[src/rtl/ualink_crc_pkg.sv]
// Shared CRC-8 constants, FSM encodings and beat payload type for the UALink
// turbo64 CRC generator/checker pair.
package ualink_crc_pkg;

  localparam int unsigned DATA_W  = 64;
  localparam int unsigned CRC_W   = 8;
  localparam int unsigned BYTE_W  = 8;
  localparam int unsigned N_BYTES = DATA_W / BYTE_W;

  localparam logic [CRC_W-1:0] CRC8_POLY = 8'h07;
  localparam logic [CRC_W-1:0] CRC8_INIT = 8'h00;

  typedef enum logic [0:0] {
    ST_IDLE   = 1'b0,
    ST_IN_PKT = 1'b1
  } rx_state_e;

  typedef struct packed {
    logic [DATA_W-1:0] data;
    logic              sop;
    logic              eop;
    logic              crc_err;
  } rx_beat_t;

  // Table entry for index idx: eight MSB-first shifts of the polynomial.
  function automatic logic [CRC_W-1:0] crc8_table(input logic [BYTE_W-1:0] idx);
    logic [CRC_W-1:0] c;
    c = idx;
    for (int b = 0; b < BYTE_W; b++) begin
      c = c[CRC_W-1] ? ({c[CRC_W-2:0], 1'b0} ^ CRC8_POLY) : {c[CRC_W-2:0], 1'b0};
    end
    return c;
  endfunction

  function automatic logic [CRC_W-1:0] crc8_byte(input logic [CRC_W-1:0] crc,
                                                 input logic [BYTE_W-1:0] data);
    return crc8_table(crc ^ data);
  endfunction

endpackage

[src/rtl/crc8_64bit_step.sv]
// Combinational CRC-8 update over one 64-bit beat, most significant byte first.
module crc8_64bit_step
  import ualink_crc_pkg::*;
(
  input  logic [CRC_W-1:0]  crc_in,
  input  logic [DATA_W-1:0] data,
  output logic [CRC_W-1:0]  crc_out
);

  always_comb begin
    crc_out = crc_in;
    for (int i = 0; i < N_BYTES; i++) begin
      crc_out = crc8_byte(crc_out, data[DATA_W-1-BYTE_W*i -: BYTE_W]);
    end
  end

endmodule

[config.mk]
export PLATFORM = sky130hd
export DESIGN_NAME = crc8_64bit_step
export DESIGN_NICKNAME = d
export VERILOG_FILES = /design/src/rtl/ualink_crc_pkg.sv /design/src/rtl/crc8_64bit_step.sv
export SDC_FILE = /design/constraint.sdc
export NUM_CORES = 1
export LEC_CHECK = 0
export CELL_PAD_IN_SITES_DETAIL_PLACEMENT = 0
export CELL_PAD_IN_SITES_GLOBAL_PLACEMENT = 1
export CORE_MARGIN = 2
export CORE_UTILIZATION = 35
export DETAILED_ROUTE_END_ITERATION = 8
export PLACE_DENSITY_LB_ADDON = 0.1
export SLEW_MARGIN = 5
export SYNTH_ARGS = -nofsm -noshare
export SYNTH_HDL_FRONTEND = slang
export SYNTH_SLANG_ARGS = --single-unit
[constraint.sdc]
create_clock -name vclk -period 5.6
set_input_delay 0.56 -clock vclk [all_inputs]
set_output_delay 0.56 -clock vclk [all_outputs]
set_load 0.01 [all_outputs]
* Yosys cells after proc, flatten, opt, wreduce, memory -nomap -nowiden *
Cells that the tools add are included.

storage, ports and cells
  bits of input ports = 72
  word-level logic and storage cells = 136
  output and inout bits = 8
  register bits after elaboration = 0

operators by class
  mux-type cells = 64
  bitwise logic cells = 72

operators by type and width
  cell               number
  two-way mux 3 bit  64
  NOT 3 bit          64
  bitwise XOR 8 bit  8

* Longest topological paths before layout *
Gate-level depths: netlist (run 1).

  word-level depth = 136
  gate-level depth with buffers = 9
  gate-level depth less buffers = 9

* Least setup slack after synthesis (run 1) *
Ideal clock, no wire load.

  path type = input-to-output
  start = input data[62]
  end = output crc_out[3]
  required time = 5.040 ns
  buffers on the path = 0
  cell stages on the path = 9
  slack = 0.981 ns
  data arrival time = 4.059 ns
  path through = xor3_2 > xnor3_4 > xor3_1 > xor2_1 > xor3_2 > xnor3_2 > xnor3_1 > xnor2_1 > xnor3_1

on the way
  longest elaborated chain between the ends = 43
  elaborated cells between the ends (all ways) = 111
  classes of those cells = mux (54); bitwise (57)

ends and longest elaborated chain
  what                                                             line                  RTL
  start: declaration                                               crc8_64bit_step.sv:6  input logic [DATA_W-1:0] data,
  bitwise XOR 8 bit (*)                                            ualink_crc_pkg.sv:37  return crc8_table(crc ^ data);
  two-way mux 3 bit (*)                                            ualink_crc_pkg.sv:30  c = c[CRC_W-1] ? ({c[CRC_W-2:0], 1'b0} ^ CRC8_POLY) : {c[CRC_W-2:0], 1'b0};
  two-way mux 3 bit or NOT 3 bit (tied branches)                   -
  bitwise XOR 8 bit (*)                                            ualink_crc_pkg.sv:37
  two-way mux 3 bit (tied with other cells)                        ualink_crc_pkg.sv:30
  NOT 3 bit (no source line) or two-way mux 3 bit (tied branches)  -
  two-way mux 3 bit (tied with other cells)                        ualink_crc_pkg.sv:30
  bitwise XOR 8 bit (*)                                            ualink_crc_pkg.sv:37
  [27 not listed]                                                  -
  NOT 3 bit (no source line) or two-way mux 3 bit (tied branches)  -
  two-way mux 3 bit (tied with other cells)                        ualink_crc_pkg.sv:30
  bitwise XOR 8 bit (*)                                            ualink_crc_pkg.sv:37
  two-way mux 3 bit or NOT 3 bit (tied branches)                   -
  NOT 3 bit (no source line) (tied with other cells)               -
  two-way mux 3 bit (tied with other cells)                        ualink_crc_pkg.sv:30
  NOT 3 bit (no source line) or two-way mux 3 bit (tied branches)  -
  two-way mux 3 bit (*)                                            ualink_crc_pkg.sv:30
  end: declaration                                                 crc8_64bit_step.sv:7  output logic [CRC_W-1:0] crc_out

Every way passes the cells marked *; elsewhere a longest branch is shown, timed or not.

* Worst setup path in the final report (run 1) *
  start = input crc_in[3]
  end = output crc_out[1]

on the way
  longest elaborated chain between the ends = 39
  elaborated cells between the ends (all ways) = 102
  classes of those cells = mux (50); bitwise (52)

ends and longest elaborated chain
  what                                                             line                  RTL
  start: declaration                                               crc8_64bit_step.sv:5  input logic [CRC_W-1:0] crc_in,
  bitwise XOR 8 bit (*)                                            ualink_crc_pkg.sv:37
  two-way mux 3 bit (*)                                            ualink_crc_pkg.sv:30
  bitwise XOR 8 bit (*)                                            ualink_crc_pkg.sv:37
  two-way mux 3 bit                                                ualink_crc_pkg.sv:30
  bitwise XOR 8 bit (*)                                            ualink_crc_pkg.sv:37
  two-way mux 3 bit                                                ualink_crc_pkg.sv:30
  two-way mux 3 bit (tied with other cells)                        ualink_crc_pkg.sv:30
  NOT 3 bit (no source line) or two-way mux 3 bit (tied branches)  -
  [23 not listed]                                                  -
  NOT 3 bit (no source line) or two-way mux 3 bit (tied branches)  -
  two-way mux 3 bit (tied with other cells)                        ualink_crc_pkg.sv:30
  bitwise XOR 8 bit (*)                                            ualink_crc_pkg.sv:37
  NOT 3 bit (no source line) or bitwise XOR 8 bit (tied branches)  -
  two-way mux 3 bit                                                ualink_crc_pkg.sv:30
  two-way mux 3 bit (tied with other cells)                        ualink_crc_pkg.sv:30
  NOT 3 bit (no source line) or two-way mux 3 bit (tied branches)  -
  two-way mux 3 bit (*)                                            ualink_crc_pkg.sv:30

Marks and branches as above.

==> results of run 1 <==
==> cells by family (layout without fill, tap and decap cells) <==
logic type	Yosys count	after routing	share of synthesized area
buffers and inverters	0	99	0
XOR/XNOR	152	152	1.00
==> routing by layer <==
| metal | vias up | share of wire | GRT usage |
|---|---|---|---|
| met5 | - | 0 | 0 |
| met4 | 0 | 0 | 0 |
| met3 | 0 | 0.061 | 0.00543 |
| met2 | 50 | 0.57 | 0.301 |
| met1 | 674 | 0.37 | 0.151 |
| li1 | 707 | - | - |
==> cells in the mapped netlist <==
| master | number | area [um^2] |
|---|---|---|
| xor3_4 | 2 | 55.1 |
| xnor3_1 | 33 | 743 |
| xnor3_2 | 3 | 71.3 |
| xor3_2 | 2 | 50.1 |
| xnor3_4 | 4 | 105 |
| xor2_1 | 25 | 219 |
| xnor2_1 | 69 | 604 |
| xnor2_2 | 4 | 65.1 |
| xor3_1 | 10 | 238 |
==> final timing paths <==
path	end	slack, ps
min	crc_out[7]	2010
max	crc_out[1]	200
==> worst min-delay path: cells and delay by family <==
family	cells	cell delay, ps
buffers and inverters	2	660
XOR/XNOR	1	240
==> layout by cell type (no fill, tap or decap) <==
master           netlist  final
xnor2_2                4      9
buf_4                  0     19
xor2_1                25     19
xnor2_1               69     63
dlymetal6s2s_1         0      4
xnor3_2                3      5
xnor3_4                4      4
xor2_2                 0      6
xnor3_1               33     31
clkdlybuf4s50_1        0     76
xor3_4                 2      2
xnor2_4                0      1
xor3_2                 2      5
xor3_1                10      7
==> timing repair <==
action	CTS	global route
resized for setup	2	20
pin swaps	0	5
buffers inserted	0	2
endpoints found under the setup margin	1	6
==> layout make-up <==
class                           count  area share
Multi-Input combinational cell    152       0.683
Timing Repair Buffer               99       0.288
Tap cell                           75      0.0284
==> through the flow <==
stage / setup slack [ps] / hold slack (ps) / setup TNS, ps
after floorplan: 981 / 1350 / 0
after global placement: 38.9 / 2330 / 0
after detailed placement: 23.8 / 2340 / 0
after CTS: 19.3 / 2360 / 0
after global routing: -32.2 / 2080 / -32.2
final: 197 / 2010 / 0
==> metrics.txt, run 1 <==
post-synthesis net count=224; Post-DP Area=0.00317 mm^2; P&R area growth vs syn=53.7%; Max FO, Critical Path=3; Vias/cell=4.39; Synth cell types=9; crit path launch type=input pin; Total GRT Usage=0.138; drt pass-1 iters=4; WL/cell=14.8 um; clock buffer count=0; Detailed Route WL=4.82 mm; fmax=185 MHz; maxcap violations=0; Critical Setup Path Class=input pin to output port; CP required=5040 ps; Final ANT Viol Nets=0; beginning of the critical path=crc_in[3]; tightest slew margin relative to the limit=0.650; worst hold path stage count=3; worst hold path type=input pin to output port; initial antenna violation count=0; Buffers on Ports=80; multi-input logic area=0.00226 mm^2; DRC=0; Die Height=82.4 um; grt total ovfl=0; Core ar.=0.00592 mm^2; number of global-route vias before repair=1554; arrival time at the worst endpoint=4840 ps; crit path time final=5400 ps; CP max-delay cell=clkdlybuf4s50_1; Final Hold Vio Count=0; Synth Area per Inst=14.2 um^2; sum of buffers and inverters on the critical path=2; beginning of the worst hold path=data[6]; Iter 0 DRT Violations=20; chip width=82.4 um; Syn. warnings=0; CP max stage delay=560 ps; Total Die Area=0.00679 mm^2; worst path cell trace=clkdlybuf4s50_1, xor2_1, xnor3_2, xnor2_2, xnor3_1, xnor3_1, xnor3_1, xnor2_2, xnor3_1, xnor3_1, clkdlybuf4s50_1; cell area after layout=0.00331 mm^2; Worst path depth=11; Post-Synthesis Cells=152; cts hold-fix bufs=0; largest net degree at the start of global routing=4; antenna diode count=0; first-pass GRT wire length=7.09 mm; Seq Cell Count=0; final worst path period share=0.965; Seq/Total Area, Yosys=0; Layout Utilization=0.558; most used cell, CP=xnor3_1; outcome=complete, no violations; setup violators final=0; Final HPWL DP=4.21 mm; share of layout cells above drive strength 1=0.203; Total Nets Final=325; post-synthesis cell area=0.00215 mm^2; Vias=1431; register area=0 um^2; Worst setup EP type=output port; Slew @ Worst Pin=522 ps; placement row count=28; DP Cell Count=324; max-slew violations=0; final std cells w/o fill=326; CP delay by family, top=XOR/XNOR gates; Fill cells=495; placer's final routability congestion estimate=0.847; I/O pins=80; Initial Utilization=0.363
Power of run 1 is not shown: default switching activity piles up to over one toggle a cycle in this logic, so the estimate is an artifact.
==> run 2, diff against run 1 <==
Settings changed: CORE_UTILIZATION 35 to 25, GPL_ROUTABILITY_DRIVEN set to 0, SKIP_LAST_GASP set to 1.
==> metrics.txt, run 2 (synthesized netlist as in run 1, its figures left out) <==
register area=0 um^2 (unchanged); worst path cell trace=clkdlybuf4s50_1, xor3_2, xnor3_2, xor3_2, buf_4, xnor2_1, xnor3_2, xnor3_2, xnor2_2, buf_4, xnor3_1, clkdlybuf4s50_1 (was clkdlybuf4s50_1, xor2_1, xnor3_2, xnor2_2, xnor3_1, xnor3_1, xnor3_1, xnor2_2, xnor3_1, xnor3_1, clkdlybuf4s50_1); met2 WL=2.74 mm (was 2.73 mm); most frequent cells in the layout=79 x clkdlybuf4s50_1, 64 x xnor2_1, 34 x buf_4 (was 76 x clkdlybuf4s50_1, 63 x xnor2_1, 31 x xnor3_1); Slew @ Worst Pin=498 ps (was 522 ps); CP max-delay cell=xnor3_2 (was clkdlybuf4s50_1); initial antenna violation count=0 (unchanged); crit path launch type=input pin (unchanged); commonest non-fill, non-tap cell in the layout=clkdlybuf4s50_1 (unchanged); arrival time at the worst endpoint=4920 ps (was 4840 ps); Total Nets Final=340 (was 325); CP max stage delay=550 ps (was 560 ps); Met1 Wirelength=2.17 mm (was 1.80 mm); Worst setup EP type=output port (unchanged); Max FO, Critical Path=4 (was 3); tightest slew margin relative to the limit=0.665 (was 0.650); most used cell, CP=xnor3_2 (was xnor3_1); P&R area growth vs syn=59.7% (was 53.7%); number of global-route vias before repair=1648 (was 1554); Die Height=96.8 um (was 82.4 um); Detailed Route WL=5.16 mm (was 4.82 mm); cts hold-fix bufs=0 (unchanged); Core ar.=0.00826 mm^2 (was 0.00592 mm^2); placement row count=33 (was 28); Layout Utilization=0.416 (was 0.558); WL/cell=13.9 um (was 14.8 um); crit path time final=5480 ps (was 5400 ps); final worst path period share=0.979 (was 0.965); I/O pins=80 (unchanged); outcome=complete, no violations (unchanged); fmax=182 MHz (was 185 MHz); Total Die Area=0.00936 mm^2 (was 0.00679 mm^2); Fill cells=795 (was 495); CP required=5040 ps (about the same); Final Hold Vio Count=0 (unchanged); RSZ-0062 raised after global routing=yes; worst hold path stage count=5 (was 3); multi-input logic area=0.00224 mm^2 (was 0.00226 mm^2); Buffers on Ports=80 (unchanged); max-slew violations=0 (unchanged); clock buffer count=0 (unchanged); Seq Cell Count=0 (unchanged); Iter 0 DRT Violations=11 (was 20); worst hold path type=input pin to output port (unchanged); first-pass GRT wire length=8.40 mm (was 7.09 mm); Vias/cell=3.89 (was 4.39); antenna diode count=0 (unchanged); Final ANT Viol Nets=0 (unchanged); drt pass-1 iters=4 (unchanged); top sig layer=met3 (unchanged); DRC=0 (unchanged); Critical Setup Path Class=input pin to output port (unchanged); grt total ovfl=0 (unchanged); setup violators final=0 (unchanged); Initial Utilization=0.260 (was 0.363); Vias=1444 (was 1431); largest net degree at the start of global routing=5 (was 4); Final HPWL DP=4.70 mm (was 4.21 mm); share of layout cells above drive strength 1=0.248 (was 0.203); maxcap violations=0 (unchanged); metal3 WL=255 um (was 292 um); chip width=96.8 um (was 82.4 um); Total GRT Usage=0.111 (was 0.138)
## run 2: changes by cell type in the layout (fill, tap and decap cells not counted), sizes merged
cell and delta:
buf +15, clkdlybuf4s50 +3, dlymetal6s2s -3
## run 2: path summary, 6_finish.rpt
kind	slack, ps	startpoint	end
setup / recovery	120	data[62]	crc_out[1]
hold / removal	2110	data[5]	crc_out[5]
## run 2: layer usage
layer / track usage / up-vias
met1: 0.136 / 656
met3: 0.00795 / 0
li1: - / 739
met5: 0 / -
met4: 0 / 0
met2: 0.222 / 49
## run 2: area by class of cell
cell class                 instances  area share
timing repair buffer             114       0.308
tap                              105      0.0383
multi-input combinational        152       0.654
## run 2: critical path: cells and delay by family
kind,cells,cell delay [ps]
xor gates and xnor gates,8,3090
buffers and inverters,4,1270
## run 2: per-stage QoR
stage	cells	worst slack (ps)	area (um^2)	TNS (ps)	hold WS, ps
global route	371	-0.339	3430	-0.339	2210
floorplan	152	981	2150	0	1350
finish	371	117	3430	0	2110
CTS	369	1.05	3350	0	2340
detailed placement	369	-23.5	3320	-59.7	2320
global placement	369	-69.2	3320	-133	2340
## run 2: what timing repair did
action	4_1_cts	5_1_grt
gates cloned	0	0
pin swaps	1	5
gates resized for setup	3	17
buffers inserted	0	2
setup endpoints to repair	5	7
Power of run 2 is left out for the same reason.
==> run 3, diff against run 2 <==
Settings changed: SLEW_MARGIN 5 to not set.
==> results of run 3 <==
Same layout as run 2: the final DEF is identical, and so are final timing and power.
Power of run 3 is left out for the same reason.
